### src/rtl/mem_stage_hs.sv
// MIPS MEM stage: variable-latency data-memory handshake with timeout, byte-lane steering,
// load extension and the MEM/WB register. Optional misaligned-access trap: MEM_MISALIGN_TRAP_EN.
module mem_stage_hs #(
   parameter int ADDR_W  = 32,
   parameter int TIMEOUT = 15
) (
   input  logic              clk,
   input  logic              rst,
   input  logic              mem_read,
   input  logic              mem_write,
   input  logic [1:0]        mem_size,
   input  logic              mem_unsigned,
   input  logic [ADDR_W-1:0] alu_result,
   input  logic [31:0]       B,
   input  logic [4:0]        dst_reg,
   input  logic              wb_reg_write,
   input  logic              wb_mem_to_reg,
   input  logic              pstop_i,
   output logic              stall_o,
   output logic [4:0]        MEM_WB_dst_reg,
   output logic              MEM_WB_reg_write,
   output logic              MEM_WB_mem_to_reg,
   output logic [31:0]       MEM_WB_mem_out,
   output logic [31:0]       MEM_WB_alu_out,
   output logic              MEM_WB_bus_err,
   output logic              d_read_en,
   output logic              d_write_en,
   output logic [3:0]        d_byte_en,
   output logic [ADDR_W-1:0] d_addr,
   output logic [31:0]       d_write_data,
   input  logic [31:0]       d_data_in,
   input  logic              d_ack,
   output logic [1:0]        dbg_state
);

   // Handshake: a request (d_read_en/d_write_en) is held with stable address/data until the
   // memory returns d_ack=1 for one cycle; the access completes in that cycle. A pending
   // request may be withdrawn only by pstop_i (resumes later), timeout abort, or reset.

   localparam int CNT_W = $clog2(TIMEOUT + 2);
   localparam logic [CNT_W-1:0] TO_VAL  = CNT_W'(TIMEOUT);
   localparam logic [CNT_W-1:0] CNT_MAX = '1;

   typedef enum logic [1:0] {
      S_IDLE = 2'd0,
      S_WAIT = 2'd1
   } state_t;

   state_t           state, state_n;
   logic [CNT_W-1:0] cnt, cnt_n;

   logic        mem_op, access, misalign, req, timeout_hit;
   logic [1:0]  lane;
   logic [7:0]  byte_sel;
   logic [15:0] half_sel;
   logic [31:0] load_ext, alu_ext;

   logic        wb_load;
   logic [4:0]  nxt_dst;
   logic        nxt_reg_write, nxt_mem_to_reg, nxt_bus_err;
   logic [31:0] nxt_mem_out, nxt_alu_out;

   assign mem_op = mem_read | mem_write;
   assign access = mem_op & ~pstop_i;
   assign lane   = alu_result[1:0];

`ifdef MEM_MISALIGN_TRAP_EN
   assign misalign = access & (((mem_size == 2'b01) & lane[0]) | (mem_size[1] & (lane != 2'b00)));
`else
   assign misalign = 1'b0;
`endif

   assign req         = access & ~misalign;
   assign timeout_hit = (TIMEOUT != 0) && (state == S_WAIT) && (cnt == TO_VAL);
   assign stall_o     = req & ~d_ack & ~timeout_hit;

   // Requests drop in the very cycle reset is sampled.
   assign d_read_en  = req & mem_read & ~rst;
   assign d_write_en = req & mem_write & ~rst;
   assign d_addr     = {alu_result[ADDR_W-1:2], 2'b00};
   assign dbg_state  = state;

   generate
      if (ADDR_W >= 32) begin : g_alu_wide
         assign alu_ext = alu_result[31:0];
      end else begin : g_alu_narrow
         assign alu_ext = {{(32 - ADDR_W){1'b0}}, alu_result};
      end
   endgenerate

   always_comb begin
      d_byte_en    = 4'b1111;
      d_write_data = B;
      if (mem_write) begin
         case (mem_size)
            2'b00: begin
               d_byte_en    = 4'b0001 << lane;
               d_write_data = {4{B[7:0]}};
            end
            2'b01: begin
               d_byte_en    = lane[1] ? 4'b1100 : 4'b0011;
               d_write_data = {2{B[15:0]}};
            end
            default: begin
               d_byte_en    = 4'b1111;
               d_write_data = B;
            end
         endcase
      end
   end

   always_comb begin
      byte_sel = d_data_in[7:0];
      case (lane)
         2'd0: byte_sel = d_data_in[7:0];
         2'd1: byte_sel = d_data_in[15:8];
         2'd2: byte_sel = d_data_in[23:16];
         default: byte_sel = d_data_in[31:24];
      endcase
      half_sel = lane[1] ? d_data_in[31:16] : d_data_in[15:0];
      case (mem_size)
         2'b00:   load_ext = mem_unsigned ? {24'b0, byte_sel} : {{24{byte_sel[7]}}, byte_sel};
         2'b01:   load_ext = mem_unsigned ? {16'b0, half_sel} : {{16{half_sel[15]}}, half_sel};
         default: load_ext = d_data_in;
      endcase
   end

   always_comb begin
      state_n        = state;
      cnt_n          = cnt;
      wb_load        = 1'b0;
      nxt_dst        = 5'd0;
      nxt_reg_write  = 1'b0;
      nxt_mem_to_reg = 1'b0;
      nxt_mem_out    = 32'd0;
      nxt_alu_out    = 32'd0;
      nxt_bus_err    = 1'b0;
      if (!pstop_i) begin
         wb_load = 1'b1;
         case (state)
            S_IDLE: begin
               if (req && !d_ack) begin
                  state_n = S_WAIT;
                  cnt_n   = CNT_W'(1);
               end
            end
            S_WAIT: begin
               if (!req || d_ack || timeout_hit) begin
                  state_n = S_IDLE;
                  cnt_n   = '0;
               end else if (cnt != CNT_MAX) begin
                  cnt_n = cnt + CNT_W'(1);
               end
            end
            default: begin
               state_n = S_IDLE;
               cnt_n   = '0;
            end
         endcase

         if (!mem_op) begin
            nxt_dst        = dst_reg;
            nxt_reg_write  = wb_reg_write;
            nxt_mem_to_reg = wb_mem_to_reg;
            nxt_alu_out    = alu_ext;
         end else if (misalign || (timeout_hit && !d_ack)) begin
            // Trap or abort: the instruction retires without a register write.
            nxt_dst     = dst_reg;
            nxt_alu_out = alu_ext;
            nxt_bus_err = 1'b1;
         end else if (d_ack) begin
            nxt_dst        = dst_reg;
            nxt_reg_write  = wb_reg_write;
            nxt_mem_to_reg = wb_mem_to_reg;
            nxt_mem_out    = mem_read ? load_ext : 32'd0;
            nxt_alu_out    = alu_ext;
         end
         // Otherwise still waiting: defaults form the bubble.
      end
   end

   always_ff @(posedge clk) begin
      if (rst) begin
         state             <= S_IDLE;
         cnt               <= '0;
         MEM_WB_dst_reg    <= 5'd0;
         MEM_WB_reg_write  <= 1'b0;
         MEM_WB_mem_to_reg <= 1'b0;
         MEM_WB_mem_out    <= 32'd0;
         MEM_WB_alu_out    <= 32'd0;
         MEM_WB_bus_err    <= 1'b0;
      end else begin
         state <= state_n;
         cnt   <= cnt_n;
         if (wb_load) begin
            MEM_WB_dst_reg    <= nxt_dst;
            MEM_WB_reg_write  <= nxt_reg_write;
            MEM_WB_mem_to_reg <= nxt_mem_to_reg;
            MEM_WB_mem_out    <= nxt_mem_out;
            MEM_WB_alu_out    <= nxt_alu_out;
            MEM_WB_bus_err    <= nxt_bus_err;
         end
      end
   end

endmodule
### config.mk
export PLATFORM = sky130hd
export DESIGN_NAME = mem_stage_hs
export DESIGN_NICKNAME = d
export VERILOG_FILES = /design/src/rtl/mem_stage_hs.sv
export SDC_FILE = /design/constraint.sdc
export NUM_CORES = 1
export LEC_CHECK = 0
export ABC_AREA = 1
export CAP_MARGIN = 15
export CORE_AREA = 2 2 162 116
export CTS_CLUSTER_SIZE = 20
export DETAILED_ROUTE_END_ITERATION = 7
export DIE_AREA = 0 0 164 118
export GPL_TIMING_DRIVEN = 0
export PLACE_DENSITY_LB_ADDON = 0.05
export RECOVER_POWER = 50
export SLEW_MARGIN = 30
export SYNTH_ARGS = -nofsm -noshare
export SYNTH_HDL_FRONTEND = slang
export SYNTH_SLANG_ARGS = --single-unit
### constraint.sdc
create_clock -name clk -period 2.49 [get_ports clk]
set_input_delay 0.498 -clock clk [delete_from_list [all_inputs] [get_ports clk]]
set_output_delay 0.498 -clock clk [all_outputs]
set_load 0.01 [all_outputs]
Word-level counts from Yosys, hierarchy flattened --
Index checks and enable logic that the tools add are counted.
Word-level totals: register bits after elaboration 79, bits of input ports 112, output and inout port bits 145, logic and storage cells 78
Cells by class: $add $sub $neg 1, equal/unequal tests 9, shifts and indexed selects 1, multiplexer cells 35, bitwise gates (word level) 12, reduce and logical (&&, ||, !) cells 12
Operators by type and width (number):
- 2-to-1 mux 32 bit | 10
- case mux 32 bit (2 select lines) | 2
- 2-to-1 mux 5 bit | 6
- case mux 8 bit (3 select lines) | 1
- 2-to-1 mux 16 bit | 1
- case mux 5 bit (2 select lines) | 1
- 2-to-1 mux 1 bit | 8
- 2-to-1 mux 4 bit | 2
- case mux 4 bit (2 select lines) | 1
- bitwise AND 1 bit | 7
- equality test 2 x 1 -> 1 bit, second input constant | 3
- zero test 2 bit | 3
- AND reduction 3 bit | 2
- adder 5 x 1 -> 5 bit, second input constant | 1
- equality test 5 x 4 -> 1 bit, second input constant | 1
- != test 5 bit, second input constant | 1
- 2-to-1 mux 2 bit | 2
- inverter 1 bit | 4
- case mux 2 bit (2 select lines) | 1
- left shift 1 x 2 -> 4 bit, first input constant | 1
- logical AND 1 bit | 3
- != test 3 x 1 -> 1 bit, second input constant | 1
- equality test 2 bit, second input constant | 1
- zero test 1 bit | 2
- 4 further kinds | 5

Logic depth before layout (Yosys ltp) --
Gate-level depths: netlist of the first run.
depth after elaboration 8, depth in mapped cells 11, depth with buffers taken out 11

Least setup slack after synthesis of the first run --
OpenSTA, ideal clock, no wires.
kind input to output, from input port mem_size[1], to output port d_write_data[22], arrival 1.471 ns, slack 0.521 ns, stages 5, path buffers 2, cells stage by stage buf_6 -> nor2_2 -> inv_1 -> clkbuf_1 -> o21ai_0
On the way: cells in the longest elaborated chain, start to end 3, elaborated cells between the ends (all ways) 4
Ends and longest elaborated chain:
- from (decl) | line 11 | input logic [1:0] mem_size,
- equality test 2 x 1 -> 1 bit or zero test 2 bit (tied branches) | line 95 | case (mem_size)
- case mux 32 bit (2 select lines) * | line 95
- 2-to-1 mux 32 bit * | line 94 | if (mem_write) begin
- to (decl) | line 30 | output logic [31:0] d_write_data,
Every way passes the cells marked *; elsewhere a longest branch is shown, timed or not.

Final worst setup path of the first run --
from input port pstop_i, to output port d_write_en
On the way: cells in the longest elaborated chain, start to end 4
Ends and longest elaborated chain:
- from (decl) | line 18 | input logic pstop_i,
- inverter 1 bit (no source line)
- bitwise AND 1 bit | line 64 | assign access = mem_op & ~pstop_i;
- bitwise AND 1 bit (2 in a row) | line 79 | assign d_write_en = req & mem_write & ~rst;
- to (decl) | line 27 | output logic d_write_en,
No other way between the ends.

==> flow_metrics.tcl, run 1 <==
set metrics [dict create \
    synth_cells 655 \
    synthDistinctLibCells 30 \
    core-area_um2 17800 \
    grt_pass1_vias 5123 \
    min_path_type "flip-flop to flip-flop" \
    power.density_nw_per_um2 477 \
    crit_path_start_kind "primary input" \
    top_regs "MEM_WB_alu_out (32), MEM_WB_mem_out (32)" \
    rows 41 \
    yosys-top-cells-count "nand2_1 (136), dfxtp_1 (78), nor2_1 (64), o21ai_0 (64)" \
    cts_tree "yes" \
    vias 5301 \
    synth_top_area_share_pct 35.6 \
    clockBufferDepth 2 \
    synth_seq_cells 78 \
    dieArea_um2 19400 \
    synth_edf_count 0 \
    fmax_ghz 0.420 \
    rrSetupSlack_ns 0.31 \
    max_slew_margin_pct 57.5 \
    dpl.cell_count 1144 \
    io-pin-count 257 \
    setup_ws_ns 0.109 \
    drtAntennaViolNets 0 \
    worst_pin_slew_ns 0.638 \
    drv_cap 0 \
    outcome "complete, no violations" \
    cts_made_buffers 9 \
    clock-sinks 78 \
    fp.dieW_um 164 \
    yosysMostFrequentCell "nand2_1" \
    finalSetupViolations 0 \
    critical_path_required_ns 1.99 \
    min_period_over_period_pct 95.6 \
    ys.flop_type "dfxtp_1" \
    synth_area_um2 4390 \
    synthArstFlopShare_pct 0 \
    antenna_found_initial 0 \
    finalHoldViolCount 0 \
    clock_skew_ns 0.00921 \
    cp-end-kind "output port" \
    gr-total-overflow 0 \
    critPathArrivalTime_ns 1.88 \
    fin_tns_setup_ns 0 \
    post-place-ws_ns -0.872 \
    syn_area_per_cell_um2 6.70 \
    area_growth_pct 72.7 \
    clk_latency_ns 0.34 \
    ir_drop_mv 0.223 \
    clk_pin_slew_worst_paths_ns 0.06 \
    drive_above_1_share_pct 12.0 \
    critPathKind "primary input to output port" \
    vias_per_cell 4.56 \
    diodes 0 \
    timing.final.crit_period_ns 2.38 \
    drv_slew 0 \
    die_y_um 118 \
    ys_warn_count 0 \
    routed_wl_um 18400 \
    yosysTopAreaCell "dfxtp_1" \
    route.detailed.drc 0 \
    post_drt_wl_per_cell_um 15.8 \
    htreeDepth 3 \
    port_buffers 251 \
    start_util_pct 24.7 \
    crit_path_max_fanout 10 \
    grt_use_total_pct 18.8 \
    rsz0062_at_grt "no" \
    postPlaceCellArea_um2 7200 \
    cellLeakagePower_nw 3.36 \
    clock_tree.root_cell "clkbuf_16" \
    seq_area_frac_synth_pct 35.6 \
    fin_area_um2 7580 \
    ys_top_cells_by_area "dfxtp_1 (36%), nand2_1 (12%), o21ai_0 (7.3%), buf_4 (7.0%), nor2_1 (5.5%)" \
    drt_iter0_drc 391 \
    finalNonFillerCells 1163 \
    place_hpwl_um 14900 \
    grt_pass1_wl_um 28400 \
    nets 1037 \
    globalplace.congestion 0.910 \
    firstDrtPassIters 5 \
    hold_buffers 0 \
    grt_max_degree 20 \
    fin_util_pct 42.6 \
]
-- worst paths after layout --
check | from | endpoint | depth (start not counted)
hold / removal | MEM_WB_mem_out[30]$_SDFFE_PP0N_ | MEM_WB_mem_out[30]$_SDFFE_PP0N_ | 2
setup reg to reg | cnt[0]$_SDFFE_PP0P_ | MEM_WB_alu_out[16]$_SDFFE_PP0N_ | 11
setup / recovery | pstop_i | d_write_en | 6
hold reg to reg | MEM_WB_mem_out[30]$_SDFFE_PP0N_ | MEM_WB_mem_out[30]$_SDFFE_PP0N_ | 2
-- metrics by stage --
step	hold slack [ns]	total power [mW]
after CTS	0.466	3.69
after floorplan	0.434	1.78
after global placement	0.446	2.34
after detailed placement	0.456	2.34
after global routing	0.477	3.81
final	0.460	3.62
-- what timing repair did --
item                                    in CTS  in global routing
gates resized for setup                     52                  9
pin swaps                                    3                  0
endpoints found under the setup margin      31                  7
setup buffers                                6                  2
hold endpoints to repair                     0                  0
-- metal layers --
metal | GRT usage [%] | share of wire, % | vias to the layer above
met3 | 5.46 | 6.5 | 7
met2 | 28.6 | 44 | 166
met4 | 3.13 | 0.46 | 0
li1 | - | - | 2646
met1 | 26.4 | 49 | 2482
met5 | 0 | 0 | -
-- layout make-up --
cell class                 count  area [um2]
clock inverter                 7        73.8
timing repair buffer         259        2550
inverter                      49         199
clock buffer                   9         225
fill                        1913       10200
buffer                        75         508
tap                          236         295
multi-input combinational    450        2170
sequential                    78        1560
-- cell usage in the layout, fill, tap and decap left out, types with 2 or more instances in the layout --
cell	instances
a211oi_1	2
a21oi_1	52
a21oi_2	4
buf_2	5
buf_4	49
buf_6	2
clkbuf_1	20
clkbuf_16	9
clkbuf_8	3
clkdlybuf4s50_1	145
clkinv_2	3
clkinv_4	2
clkinvlp_4	2
conb_1	3
dfxtp_1	78
dlygate4sd2_1	28
dlygate4sd3_1	73
dlymetal6s2s_1	4
ha_1	3
inv_1	43
inv_4	2
inv_6	2
nand2_1	136
nand2_2	11
nand3_1	46
nand3_4	2
nor2_1	63
nor2_4	4
nor3_1	37
o21ai_0	64
o22ai_1	15
-- cells by family (layout without fill, tap and decap cells) --
kind of cell	count (synthesis)	count (layout)	share of synthesized area, %
AND/OR/NAND/NOR	302	302	30.4
AO/OA/AOI/OAI	141	141	17.5
buffers and inverters	129	399	15.4
flip-flops	78	78	35.6
adder cells (fa/ha/maj)	3	3	0.855
other	1	3	0.0854
XOR/XNOR	1	1	0.200
-- power breakdown --
part	internal [mW]	switching (mW)
Combinational	0.488	0.463
Clock	0.780	0.548
Sequential	1.31	0.0301
-- worst max-delay path, stage by stage --
cell and delay [ns]:
clkdlybuf4s50_1 0.52, inv_4 0.16, clkbuf_4 0.21, nand2_1 0.08
nor2_1 0.13, dlygate4sd2_1 0.29
(Power assumes the default switching activity.)
==> run 2: changes to the inputs <==
Settings changed: CTS_BUF_LIST set to sky130_fd_sc_hd__clkbuf_4, PLACE_DENSITY set to 0.59, PLACE_DENSITY_LB_ADDON 0.05 to not set.
==> run 2 against run 1 <==
Highest routed layer unchanged. Largest cell class unchanged. Total power shrank 15%. Largest power group unchanged. Die area is the same. Via count shrank 2.4%. Hold slack lost 0.020 ns.
==> flow_metrics.tcl, run 2 (synthesis gave the netlist of run 1 again) <==
set metrics [dict create \
    start_util_pct 24.7 \
    min_path_type "primary input to flip-flop" \
    layout.cells.most_common "clkdlybuf4s50_1" \
    area_growth_pct 69.2 \
    diodes 0 \
    die_y_um 118 \
    dieArea_um2 19400 \
    nFillCells 1896 \
    fin_util_pct 41.7 \
    rows 41 \
    seq_area_um2 1560 \
    grt_pass1_vias 5030 \
    htreeDepth 3 \
    vias 5175 \
    vias_per_cell 4.43 \
    io-pin-count 257 \
    crit_path_start_kind "primary input" \
    routed_wl_um 18000 \
    port_buffers 251 \
    post_drt_wl_per_cell_um 15.4 \
    post-place-ws_ns -0.951 \
    cts_made_buffers 9 \
    multi_input_comb_area_um2 2180 \
    globalplace.congestion 0.900 \
    finalSetupViolations 0 \
    ir_drop_mv 0.300 \
    grt_pass1_wl_um 28000 \
    min_period_over_period_pct 95.4 \
    drv_slew 0 \
    clock-sinks 78 \
    power_mw 3.07 \
    postPlaceCellArea_um2 7200 \
    layout_common_cells "clkdlybuf4s50_1 (158), nand2_1 (135), dfxtp_1 (76)" \
    crit_path_max_fanout 10 \
    worst_pin_slew_ns 0.575 \
    max_slew_margin_pct 61.7 \
    gr-total-overflow 0 \
    critical_path_required_ns 1.99 \
    clock_tree.root_cell "clkbuf_4" \
    top_regs "MEM_WB_alu_out (32), MEM_WB_mem_out (32)" \
    cts_tree "yes" \
    drtAntennaViolNets 0 \
    drive_above_1_share_pct 13.0 \
    fp.dieW_um 164 \
    dpl.cell_count 1144 \
    clk_latency_ns 0.43 \
    critPathArrivalTime_ns 1.88 \
    clockBufferDepth 2 \
    grt_use_total_pct 18.6 \
    power.density_nw_per_um2 413 \
    core-area_um2 17800 \
    finalNonFillerCells 1168 \
    antenna_found_initial 0 \
    fin_area_um2 7430 \
    nets 1042 \
    firstDrtPassIters 5 \
    drv_cap 0 \
    finalHoldViolCount 0 \
    outcome "complete, no violations" \
    grt_max_degree 20 \
    drt_iter0_drc 322 \
    clock_skew_ns 0.0126 \
    hold_buffers 0 \
    fmax_ghz 0.421 \
    route.detailed.drc 0 \
    critPathKind "primary input to output port" \
    cp-end-kind "output port" \
    timing.final.crit_period_ns 2.37 \
    place_hpwl_um 14300 \
    rsz0062_at_grt "no" \
    setup_ws_ns 0.116 \
    clk_pin_slew_worst_paths_ns 0.13 \
    cellLeakagePower_nw 3.23 \
]
==> run 2: cell types whose count changed in the layout (fill, tap and decap cells not counted), moves of 3 or more <==
cell	change
buf_4	+3
clkbuf_16	-9
clkbuf_2	+4
clkbuf_4	+10
clkdlybuf4s50_1	+13
dlygate4sd3_1	-12
dlymetal6s2s_1	-3
inv_2	+3
==> run 2: per-layer routing <==
| layer | GRT usage (%) | share of wire, % | vias to the layer above |
|---|---|---|---|
| met5 | 0 | 0 | - |
| met1 | 26.8 | 50 | 2352 |
| met3 | 5.25 | 6.5 | 11 |
| met4 | 3.67 | 0.93 | 0 |
| met2 | 27.5 | 43 | 157 |
| li1 | - | - | 2655 |
==> run 2: what timing repair did <==
action,CTS,global route
pin swaps,4,0
setup buffers,8,4
endpoints found under the setup margin,31,5
gates resized for setup,59,14
==> run 2: path summary, 6_finish.rpt <==
kind | from | end | slack, ns | cells after the start
max | mem_write | d_write_data[29] | 0.12 | 8
max reg2reg | cnt[0]$_SDFFE_PP0P_ | cnt[0]$_SDFFE_PP0P_ | 0.24 | 12
min | rst | MEM_WB_mem_out[28]$_SDFFE_PP0N_ | 0.44 | 2
min reg2reg | MEM_WB_mem_out[31]$_SDFFE_PP0N_ | MEM_WB_mem_out[31]$_SDFFE_PP0N_ | 0.47 | 2
==> run 2: final cells by class <==
type / instances / area share (%)
repair buffers: 263 / 34.4
multi-input cells: 450 / 29.4
flip-flops and latches: 78 / 21.1
plain buffers: 76 / 6.69
well taps: 236 / 3.98
inverters: 49 / 2.71
clock buffers: 9 / 0.910
clock inverters: 7 / 0.876
==> run 2: critical path, stage by stage <==
cell             delay, ns
dlygate4sd2_1         0.29
inv_2                 0.11
nor2_4                0.06
inv_2                 0.10
clkbuf_8              0.19
nand2_1               0.06
nand2_1               0.06
clkdlybuf4s50_1       0.52
==> run 2: stage by stage <==
| step | hold slack [ns] | setup TNS (ns) |
|---|---|---|
| after CTS | 0.401 | -0.0875 |
| after global placement | 0.451 | -20.44 |
| after floorplan | 0.434 | 0 |
| final | 0.441 | 0 |
| after global routing | 0.479 | 0 |
| after detailed placement | 0.456 | -20.15 |
==> run 2: power breakdown <==
group / internal (mW) / switching, mW
Combinational: 0.491 / 0.462
Clock: 0.299 / 0.478
Sequential: 1.31 / 0.0271
==> run 3: changes to the inputs <==
Settings changed: GPL_ROUTABILITY_DRIVEN set to 1.
==> results of run 3 <==
Final layout, timing and power as in run 2 (identical DEF).
